[config.mk]
export PLATFORM = sky130hd
export DESIGN_NAME = pipeline_issue_arbiter_flat
export DESIGN_NICKNAME = d
export VERILOG_FILES = /design/src/rtl/pipeline_issue_arbiter_pkg.sv /design/src/rtl/pipeline_issue_arbiter_if.sv /design/src/rtl/pipeline_issue_arbiter_rr_arbiter.sv /design/src/rtl/pipeline_issue_arbiter.sv /design/src/flat_wrapper.sv
export SDC_FILE = /design/constraint.sdc
export NUM_CORES = 1
export LEC_CHECK = 0
export CAP_MARGIN = 10
export CORE_MARGIN = 2
export CORE_UTILIZATION = 43
export CTS_CLUSTER_SIZE = 24
export DETAILED_ROUTE_END_ITERATION = 16
export PLACE_DENSITY = 0.86
export SLEW_MARGIN = 20
export SYNTH_ARGS = -nofsm -noshare
export SYNTH_HDL_FRONTEND = slang
export SYNTH_SLANG_ARGS = --single-unit
[constraint.sdc]
create_clock -name clk -period 5.5 [get_ports clk]
set_clock_uncertainty 0.1 [all_clocks]
set_input_delay 1.1 -clock clk [delete_from_list [all_inputs] [get_ports clk]]
set_output_delay 1.1 -clock clk [all_outputs]
set_load 0.05 [all_outputs]
[src/rtl/pipeline_issue_arbiter_pkg.sv]
// pipeline_issue_pkg: shared types and widths for the pipeline issue arbiter
// Widths follow the default configuration; top-level parameters must agree with them.
package pipeline_issue_pkg;
    localparam int P_NREQ = 4;
    localparam int P_STAGES = 5;
    localparam int P_DW = 12;
    localparam int TAG_W = $clog2(P_NREQ);
    localparam int CNT_W = $clog2(P_STAGES + 2);
    typedef enum logic [1:0] {IDLE, RUN, DRAIN} state_t;
    typedef struct packed {
        logic valid;
        logic [TAG_W-1:0] id;
    } tag_t;
endpackage

[src/rtl/pipeline_issue_arbiter_if.sv]
// pipeline_issue_arbiter_if: requester, response, flush and pipeline-side signals of the issue arbiter
interface pipeline_issue_arbiter_if #(parameter int NREQ = 4, parameter int DW = 12);
    logic [NREQ-1:0] req_valid, req_ready, rsp_valid;
    logic [NREQ*DW-1:0] req_data;
    logic flush_req, flush_done, pipe_enable, busy;
    logic [DW-1:0] pipe_data_in, pipe_data_out, rsp_data;
    modport master (
        output req_valid, req_data, flush_req, pipe_data_out,
        input req_ready, rsp_valid, rsp_data, flush_done, pipe_enable, pipe_data_in, busy
    );
    modport slave (
        input req_valid, req_data, flush_req, pipe_data_out,
        output req_ready, rsp_valid, rsp_data, flush_done, pipe_enable, pipe_data_in, busy
    );
endinterface

[src/rtl/pipeline_issue_arbiter_rr_arbiter.sv]
// rr_arbiter: round-robin one-hot grant; the pointer moves past each winner
module rr_arbiter
    import pipeline_issue_pkg::*;
#(
    parameter int N = P_NREQ,
    parameter int W = TAG_W
) (
    input  logic         clk,
    input  logic         pon_rst_n_i,
    input  logic         en,
    input  logic [N-1:0] req,
    output logic [N-1:0] gnt,
    output logic [W-1:0] win,
    output logic         any
);
    logic [W-1:0] ptr;
    logic [N-1:0] rot;
    // rot[i] is requester ptr+i (mod N), so the lowest set bit is the winner
    assign rot = N'({req, req} >> ptr);
    always_comb begin
        any = 1'b0;
        win = '0;
        for (int i = 0; i < N; i++)
            if (en && !any && rot[i]) begin
                any = 1'b1;
                win = (int'(ptr) + i >= N) ? W'(int'(ptr) + i - N) : W'(int'(ptr) + i);
            end
        gnt = N'(any) << win;
    end
    always_ff @(posedge clk or negedge pon_rst_n_i)
        if (!pon_rst_n_i) ptr <= '0;
        else if (any) ptr <= (int'(win) == N - 1) ? '0 : win + 1'b1;
endmodule

[src/rtl/pipeline_issue_arbiter.sv]
// pipeline_issue_arbiter: round-robin issue into a fixed-latency pipeline with tag-steered responses
// The pipeline cannot mark bubbles, so a shadow tag pipeline carries {valid, requester} alongside it.
module pipeline_issue_arbiter
    import pipeline_issue_pkg::*;
#(
    parameter int NREQ = P_NREQ,
    parameter int STAGE_COUNT = P_STAGES,
    parameter int DATA_WIDTH = P_DW
) (
    input logic clk,
    input logic pon_rst_n_i,
    pipeline_issue_arbiter_if.slave bus
);
    state_t state;
    tag_t [STAGE_COUNT-1:0] tags;
    tag_t tag_out;
    logic [CNT_W-1:0] inflight, cnt_nxt;
    logic [TAG_W-1:0] win;
    logic issue;

    rr_arbiter #(.N(NREQ), .W(TAG_W)) u_arb (
        .clk(clk),
        .pon_rst_n_i(pon_rst_n_i),
        .en(state == RUN && !bus.flush_req),
        .req(bus.req_valid),
        .gnt(bus.req_ready),
        .win(win),
        .any(issue)
    );

    assign cnt_nxt = inflight + CNT_W'(issue) - CNT_W'(tag_out.valid);
    assign bus.pipe_enable = state != IDLE;
    assign bus.busy = state != IDLE;
    assign bus.rsp_data = bus.pipe_data_out;
    assign bus.rsp_valid = NREQ'(tag_out.valid) << tag_out.id;

    // Leaving RUN/DRAIN looks at the post-update count so the pipeline stops right after the last response
    always_ff @(posedge clk or negedge pon_rst_n_i)
        if (!pon_rst_n_i) begin
            state <= IDLE;
            bus.flush_done <= 1'b0;
            bus.pipe_data_in <= '0;
            inflight <= '0;
        end else begin
            bus.flush_done <= 1'b0;
            bus.pipe_data_in <= issue ? bus.req_data[win*DATA_WIDTH +: DATA_WIDTH] : '0;
            inflight <= cnt_nxt;
            case (state)
                IDLE:
                    if (bus.flush_req) bus.flush_done <= 1'b1;
                    else if (|bus.req_valid) state <= RUN;
                RUN:
                    if (bus.flush_req) state <= DRAIN;
                    else if (!(|bus.req_valid) && cnt_nxt == '0) state <= IDLE;
                DRAIN:
                    if (cnt_nxt == '0) begin
                        state <= IDLE;
                        bus.flush_done <= 1'b1;
                    end
                default: state <= IDLE;
            endcase
        end

    always_ff @(posedge clk or negedge pon_rst_n_i)
        if (!pon_rst_n_i) begin
            tags <= '0;
            tag_out <= '0;
        end else begin
            tags <= bus.pipe_enable ? {tags[STAGE_COUNT-2:0], issue, win} : '0;
            tag_out <= tags[STAGE_COUNT-1];
        end
endmodule

[src/flat_wrapper.sv]
// flat-port wrapper written by rule: the top's interface ports become plain ports
module pipeline_issue_arbiter_flat import pipeline_issue_pkg::*;
#(
    parameter int NREQ = P_NREQ,
    parameter int STAGE_COUNT = P_STAGES,
    parameter int DATA_WIDTH = P_DW
)
  (clk, pon_rst_n_i, bus_req_valid, bus_req_data, bus_flush_req, bus_pipe_data_out, bus_req_ready, bus_rsp_valid, bus_rsp_data, bus_flush_done, bus_pipe_enable, bus_pipe_data_in, bus_busy);
  pipeline_issue_arbiter_if #(.NREQ(NREQ)) bus_i ();
  input logic clk;
  input logic pon_rst_n_i;
  input wire logic [$bits(bus_i.req_valid)-1:0] bus_req_valid;
  input wire logic [$bits(bus_i.req_data)-1:0] bus_req_data;
  input wire logic [$bits(bus_i.flush_req)-1:0] bus_flush_req;
  input wire logic [$bits(bus_i.pipe_data_out)-1:0] bus_pipe_data_out;
  output wire logic [$bits(bus_i.req_ready)-1:0] bus_req_ready;
  output wire logic [$bits(bus_i.rsp_valid)-1:0] bus_rsp_valid;
  output wire logic [$bits(bus_i.rsp_data)-1:0] bus_rsp_data;
  output wire logic [$bits(bus_i.flush_done)-1:0] bus_flush_done;
  output wire logic [$bits(bus_i.pipe_enable)-1:0] bus_pipe_enable;
  output wire logic [$bits(bus_i.pipe_data_in)-1:0] bus_pipe_data_in;
  output wire logic [$bits(bus_i.busy)-1:0] bus_busy;
  assign bus_i.req_valid = bus_req_valid;
  assign bus_i.req_data = bus_req_data;
  assign bus_i.flush_req = bus_flush_req;
  assign bus_i.pipe_data_out = bus_pipe_data_out;
  assign bus_req_ready = bus_i.req_ready;
  assign bus_rsp_valid = bus_i.rsp_valid;
  assign bus_rsp_data = bus_i.rsp_data;
  assign bus_flush_done = bus_i.flush_done;
  assign bus_pipe_enable = bus_i.pipe_enable;
  assign bus_pipe_data_in = bus_i.pipe_data_in;
  assign bus_busy = bus_i.busy;
  pipeline_issue_arbiter #(.NREQ(NREQ), .STAGE_COUNT(STAGE_COUNT), .DATA_WIDTH(DATA_WIDTH)) u_core (.clk(clk), .pon_rst_n_i(pon_rst_n_i), .bus(bus_i));
endmodule
Word-level counts from Yosys, hierarchy flattened
Cells that the tools add are included.
- muxes and demuxes: 24
- add/sub/neg operators: 10
- multipliers: 1
- reductions and logical operators: 19
- shifts and indexed selects: 4
- magnitude comparators: 4
- eq/ne operators: 7
- operators by type and width (cell ; count):
    indexed part select 48 x 7 -> 12 bit ; 1
    2-to-1 mux 2 bit ; 14
    2-to-1 mux 15 bit ; 1
    2-to-1 mux 12 bit ; 1
    greater-or-equal comparator 3 bit (second input constant) ; 3
    logical AND 1 bit ; 9
    << shifter 1 x 2 -> 4 bit ; 2
    right shift 8 x 2 -> 4 bit ; 1
    subtractor 2 x 1 -> 2 bit (second input constant) ; 4
    adder 2 x 2 -> 3 bit (second input constant) ; 2
    2-to-1 mux 1 bit ; 6
    case mux 2 bit (3 select lines) ; 1
    logical NOT 1 bit ; 5
    == test 2 x 1 -> 1 bit (second input constant) ; 2
    multiplier 2 x 2 -> 4 bit (second input constant) ; 1
    inequality test 2 x 1 -> 1 bit (second input constant) ; 2
    AND reduction 4 bit ; 1
    OR reduction 4 bit ; 1
    adder 2 x 1 -> 3 bit (second input constant) ; 1
    adder 3 x 1 -> 3 bit ; 1
    greater-or-equal comparator 2 x 3 -> 1 bit (second input constant) ; 1
    logical NOT 3 bit ; 1
    inequality test 3 bit (second input constant) ; 1
    subtractor 3 x 1 -> 3 bit ; 1
    other kinds (6) ; 6
- output and inout port bits: 35
- bits of input ports: 67
- flip-flop bits (word level): 38

Longest topological paths before layout
Gate-level depths: netlist (run 1).
- depth after elaboration: 23
- gate-level depth with buffers: 11
- mapped depth without buffers: 11

By module
A second synthesis (run 1) with hierarchy kept.
- cells, all modules: 157
- area total of the unflattened synthesis: 1968.1 sq um
- by module, submodules not included (module ; cells an instance ; area each (sq um) ; instances):
    pipeline_issue_arbiter ; 120 ; 1665.3 ; 1
    rr_arbiter ; 37 ; 302.8 ; 1

Least setup slack after synthesis (run 1)
OpenSTA, ideal clock, no wires.
- kind: input to output
- start: input port bus_flush_req
- end: output port bus_req_ready[3]
- slack: 1066 ps
- data arrival time: 3234 ps
- path buffers: 0
- data required time: 4300 ps
- stages: 4
- cell sequence: nor3b_4 and2b_1 o221ai_2 nor4_1
- word-level cells in the longest chain between the ends: 17
- elaborated cells on any way between the ends: 21
- classes of those cells: shift: 1; mux: 8; reduce/logical: 12
- ends and longest elaborated chain (what ; RTL line ; RTL):
    start: declaration ; flat_wrapper.sv:14 ; input wire logic [$bits(bus_i.flush_req)-1:0] bus_flush_req;
    logical NOT 1 bit (*) ; pipeline_issue_arbiter.sv:24 ; .en(state == RUN && !bus.flush_req),
    logical AND 1 bit (*) ; pipeline_issue_arbiter.sv:24 ;
    logical AND 1 bit ; pipeline_issue_arbiter_rr_arbiter.sv:24 ; if (en && !any && rot[i]) begin
    2-to-1 mux 1 bit ; pipeline_issue_arbiter_rr_arbiter.sv:24 ;
    logical NOT 1 bit ; pipeline_issue_arbiter_rr_arbiter.sv:24 ;
    logical AND 1 bit (2 in series) ; pipeline_issue_arbiter_rr_arbiter.sv:24 ;
    2-to-1 mux 1 bit ; pipeline_issue_arbiter_rr_arbiter.sv:24 ;
    logical NOT 1 bit ; pipeline_issue_arbiter_rr_arbiter.sv:24 ;
    logical AND 1 bit (2 in series) ; pipeline_issue_arbiter_rr_arbiter.sv:24 ;
    2-to-1 mux 1 bit ; pipeline_issue_arbiter_rr_arbiter.sv:24 ;
    logical NOT 1 bit ; pipeline_issue_arbiter_rr_arbiter.sv:24 ;
    logical AND 1 bit (2 in series) ; pipeline_issue_arbiter_rr_arbiter.sv:24 ;
    2-to-1 mux 1 bit (*) ; pipeline_issue_arbiter_rr_arbiter.sv:24 ;
    net u_core.issue ; pipeline_issue_arbiter.sv:19 ; logic issue;
    << shifter 1 x 2 -> 4 bit (*) ; pipeline_issue_arbiter_rr_arbiter.sv:28 ; gnt = N'(any) << win;
    end: declaration ; flat_wrapper.sv:16 ; output wire logic [$bits(bus_i.req_ready)-1:0] bus_req_ready;
Mark *: on every way through the listed nets, which the timed path passes. The rest lies on a longest branch.

Worst setup path in the final report (run 1)
- start: input port bus_req_valid[2]
- end: output port bus_req_ready[2]
- word-level cells in the longest chain between the ends: 16
- elaborated cells on any way between the ends: 20
- classes of those cells: shift: 2; mux: 8; reduce/logical: 10
- ends and longest elaborated chain (what ; RTL line ; RTL):
    start: declaration ; flat_wrapper.sv:12 ; input wire logic [$bits(bus_i.req_valid)-1:0] bus_req_valid;
    right shift 8 x 2 -> 4 bit (*) ; pipeline_issue_arbiter_rr_arbiter.sv:19 ; assign rot = N'({req, req} >> ptr);
    logical AND 1 bit ; pipeline_issue_arbiter_rr_arbiter.sv:24 ;
    2-to-1 mux 1 bit ; pipeline_issue_arbiter_rr_arbiter.sv:24 ;
    logical NOT 1 bit ; pipeline_issue_arbiter_rr_arbiter.sv:24 ;
    logical AND 1 bit (2 in series) ; pipeline_issue_arbiter_rr_arbiter.sv:24 ;
    2-to-1 mux 1 bit ; pipeline_issue_arbiter_rr_arbiter.sv:24 ;
    logical NOT 1 bit ; pipeline_issue_arbiter_rr_arbiter.sv:24 ;
    logical AND 1 bit (2 in series) ; pipeline_issue_arbiter_rr_arbiter.sv:24 ;
    2-to-1 mux 1 bit ; pipeline_issue_arbiter_rr_arbiter.sv:24 ;
    logical NOT 1 bit ; pipeline_issue_arbiter_rr_arbiter.sv:24 ;
    logical AND 1 bit (2 in series) ; pipeline_issue_arbiter_rr_arbiter.sv:24 ;
    2-to-1 mux 1 bit (*) ; pipeline_issue_arbiter_rr_arbiter.sv:24 ;
    net u_core.issue ; pipeline_issue_arbiter.sv:19 ;
    << shifter 1 x 2 -> 4 bit (*) ; pipeline_issue_arbiter_rr_arbiter.sv:28 ;
Marked as above.

==> reports/metrics.yaml, run 1 <==
drt_wl_total_mm: 4.06
grt_pass1_vias: 1563
fin_crit_sh: 0.857
r2r_slack_ns: 2.85
postCtsHoldBufs: 0
setup_tns_ns: 0
fin_cells: 291
post-cts-setup-buffers: 0
num_rows: 24
path_clk_slew_ns: 0.07
avgRoutedWirePerCell_um: 14.0
track_usage: 0.171
netlist_area_mm2: 0.00199
antenna_found_initial: 0
syn_area_per_cell_um2: 11.8
cts_buffers: 5
cts.repair.resized: 0
grt_pass1_wl_mm: 6.89
drive_above_1_share: 0.117
synth_top_area_frac: 0.478
post-dp-hpwl_mm: 3.15
cts_root_buf: "clkbuf_8"
synthArstFlopShare: 1.00
io_pins: 102
dieArea_mm2: 0.00519
start_util: 0.451
grt_max_degree: 39
syn_inst: 169
yosys_register_bits: 38
yosysSeqAreaShare: 0.478
outcome: "complete, no violations"
fin_crit_ns: 4.71
nNetsFinal: 309
endpoint_kind: "primary output"
startpoint_type: "input port"
crit_arrival_ns: 3.51
ant_nets: 0
die_height_um: 72.0
post-route-util: 0.628
setup_viol: 0
dp.cells: 284
via_per_inst: 5.13
die_x_um: 72.0
peakVddDrop_mv: 0.180
cts_tree: "done"
p_leak_nw: 1.21
first_iter_violations: 116
yosysWarnings: 0
synthMostInstantiatedCell: "dfrtp_1"
power.total_mw: 1.00
maxSlewViolCount: 0
rsz0062_at_grt: "no"
max_slew_margin: 0.459
p_per_area_mw_per_mm2: 362
hold_path.class: "reg2reg"
syn_nets: 239
drc: 0
synth_cell_types: 42
critical_path.most_common_cell: "clkdlybuf4s50_1"
num_vias: 1494
core_area_mm2: 0.00441
htree_levels: 2
tightest_slew_ns: 0.812
finalHoldViolations: 0
criticalPathCategory: "in2out"
synth_edf_count: 0
cp_data_required_time_ns: 4.30
area_delta_synth_final_pct: 39.3
slowest_stage: "clkdlybuf4s50_1"
synth-main-ff-cell: "dfrtp_1"
cts_max_path_buffers: 2
ys_top_cells_by_area: "dfrtp_1, mux2i_1, buf_4, nor2b_1, o22ai_2"
grt_overflow: 0
place.port_buffers: 77
crit_chain: "clkdlybuf4s50_1 -> nor4_1 -> and2b_1 -> o221ai_2 -> buf_4 -> nor2_1 -> clkdlybuf4s50_1"
maxCapViolCount: 0
globalplace.congestion: 0.756
synthTopCellsByCount: "dfrtp_1, mux2i_1, buf_4, nor2b_1, o22ai_1"
synth.largest_area_cell: "dfrtp_1"
clock-sinks: 38
cp_max_fo: 15
diodes: 0
crit_path_max_incr_delay_ns: 0.71
firstDrtPassIters: 4
worstSkewPairLatency_ns: 0.28
timing.fmax_mhz: 212
-- routing by layer --
metal,wire (um),share of wire,global-route usage,vias up
met5,0,0,0,-
met4,57,0.014,0.0671,0
met3,407,0.10,0.0681,11
met2,2020,0.50,0.281,74
met1,1570,0.39,0.202,695
li1,-,-,-,714
-- through the flow --
| step | instance area [um2] | setup slack [ns] | hold WS (ns) |
|---|---|---|---|
| after floorplan | 1990 | 1.07 | 0.231 |
| after CTS | 2770 | 0.796 | 0.250 |
| final | 2770 | 0.787 | 0.250 |
| after global routing | 2770 | 0.649 | 0.261 |
| after global placement | 2700 | 0.800 | 0.233 |
| after detailed placement | 2700 | 0.797 | 0.235 |
-- cells by family (layout without fill, tap and decap cells) --
family / count (synthesis) / after routing / synth area share
AND/OR/NAND/NOR: 44 / 44 / 0.146
flip-flops: 38 / 38 / 0.478
AO/OA/AOI/OAI: 28 / 28 / 0.116
buffers and inverters: 28 / 98 / 0.0980
multiplexers: 26 / 26 / 0.131
adder cells (fa/ha/maj): 3 / 3 / 0.0226
XOR/XNOR: 2 / 2 / 0.00880
-- flip-flops by register name, indices dropped and copies added (netlist names), named ones only --
| name | flops |
|---|---|
| u_core.bus.pipe_data_in | 12 |
| u_core.tags | 15 |
| u_core.inflight | 3 |
| u_core.state | 2 |
| u_core.bus.flush_done | 1 |
| u_core.u_arb.ptr | 1 |
| u_core.tag_out | 3 |
-- worst max-delay path, delay by kind of cell --
family / cells / cell delay [ns]
AOI/OAI and AO/OA: 1 / 0.09
buffers and inverters: 3 / 1.51
and+or+nand+nor: 3 / 0.82
-- area by class of cell --
| type | count | area (um2) |
|---|---|---|
| well taps | 52 | 65.1 |
| inverters | 9 | 33.8 |
| flip-flops and latches | 38 | 951 |
| multi-input cells | 103 | 845 |
| repair buffers | 82 | 803 |
| fillers | 360 | 1640 |
| clock buffers | 7 | 76.3 |
-- worst paths after layout --
kind / to / start / depth (start not counted)
worst min register to register: u_core.tag_out[2] / u_core.tags[14] / 0
max in group asynchronous: u_core.bus.pipe_data_in[0] / pon_rst_n_i / 1
min in group asynchronous: u_core.state[1] / pon_rst_n_i / 1
worst max-delay path: bus_req_ready[2] / bus_req_valid[2] / 7
worst max register to register: u_core.state[0] / u_core.state[1] / 10
worst min-delay path: u_core.tag_out[2] / u_core.tags[14] / 0
-- report_power, final --
part | leakage, nW | internal [mW] | switching (mW)
registers | 0.511 | 0.331 | 0.0426
clock network | 0.0383 | 0.0872 | 0.0859
logic | 0.662 | 0.199 | 0.259
-- cells in the final DEF, fill, tap and decap left out, types with 2 or more instances in the layout --
cell / netlist / layout
a21oi_1: 2 / 2
and2b_1: 2 / 2
buf_4: 13 / 5
clkbuf_1: 1 / 2
clkbuf_8: 0 / 5
clkdlybuf4s50_1: 0 / 76
dfrtp_1: 38 / 38
ha_1: 2 / 2
inv_1: 8 / 8
mux2i_1: 26 / 26
nand2_1: 6 / 6
nand2b_1: 2 / 2
nor2_1: 6 / 6
nor2b_1: 13 / 13
nor3_1: 2 / 2
nor4_1: 2 / 2
o21ai_0: 2 / 2
o22ai_1: 9 / 9
o22ai_2: 6 / 6
xnor2_1: 2 / 2
(Power assumes the default switching activity.)
==> run 2, diff against run 1 <==
CTS_CLUSTER_SIZE = 25   (was 24)
==> results of run 2 <==
Same layout as run 1: the final DEF is identical, and so are final timing and power.
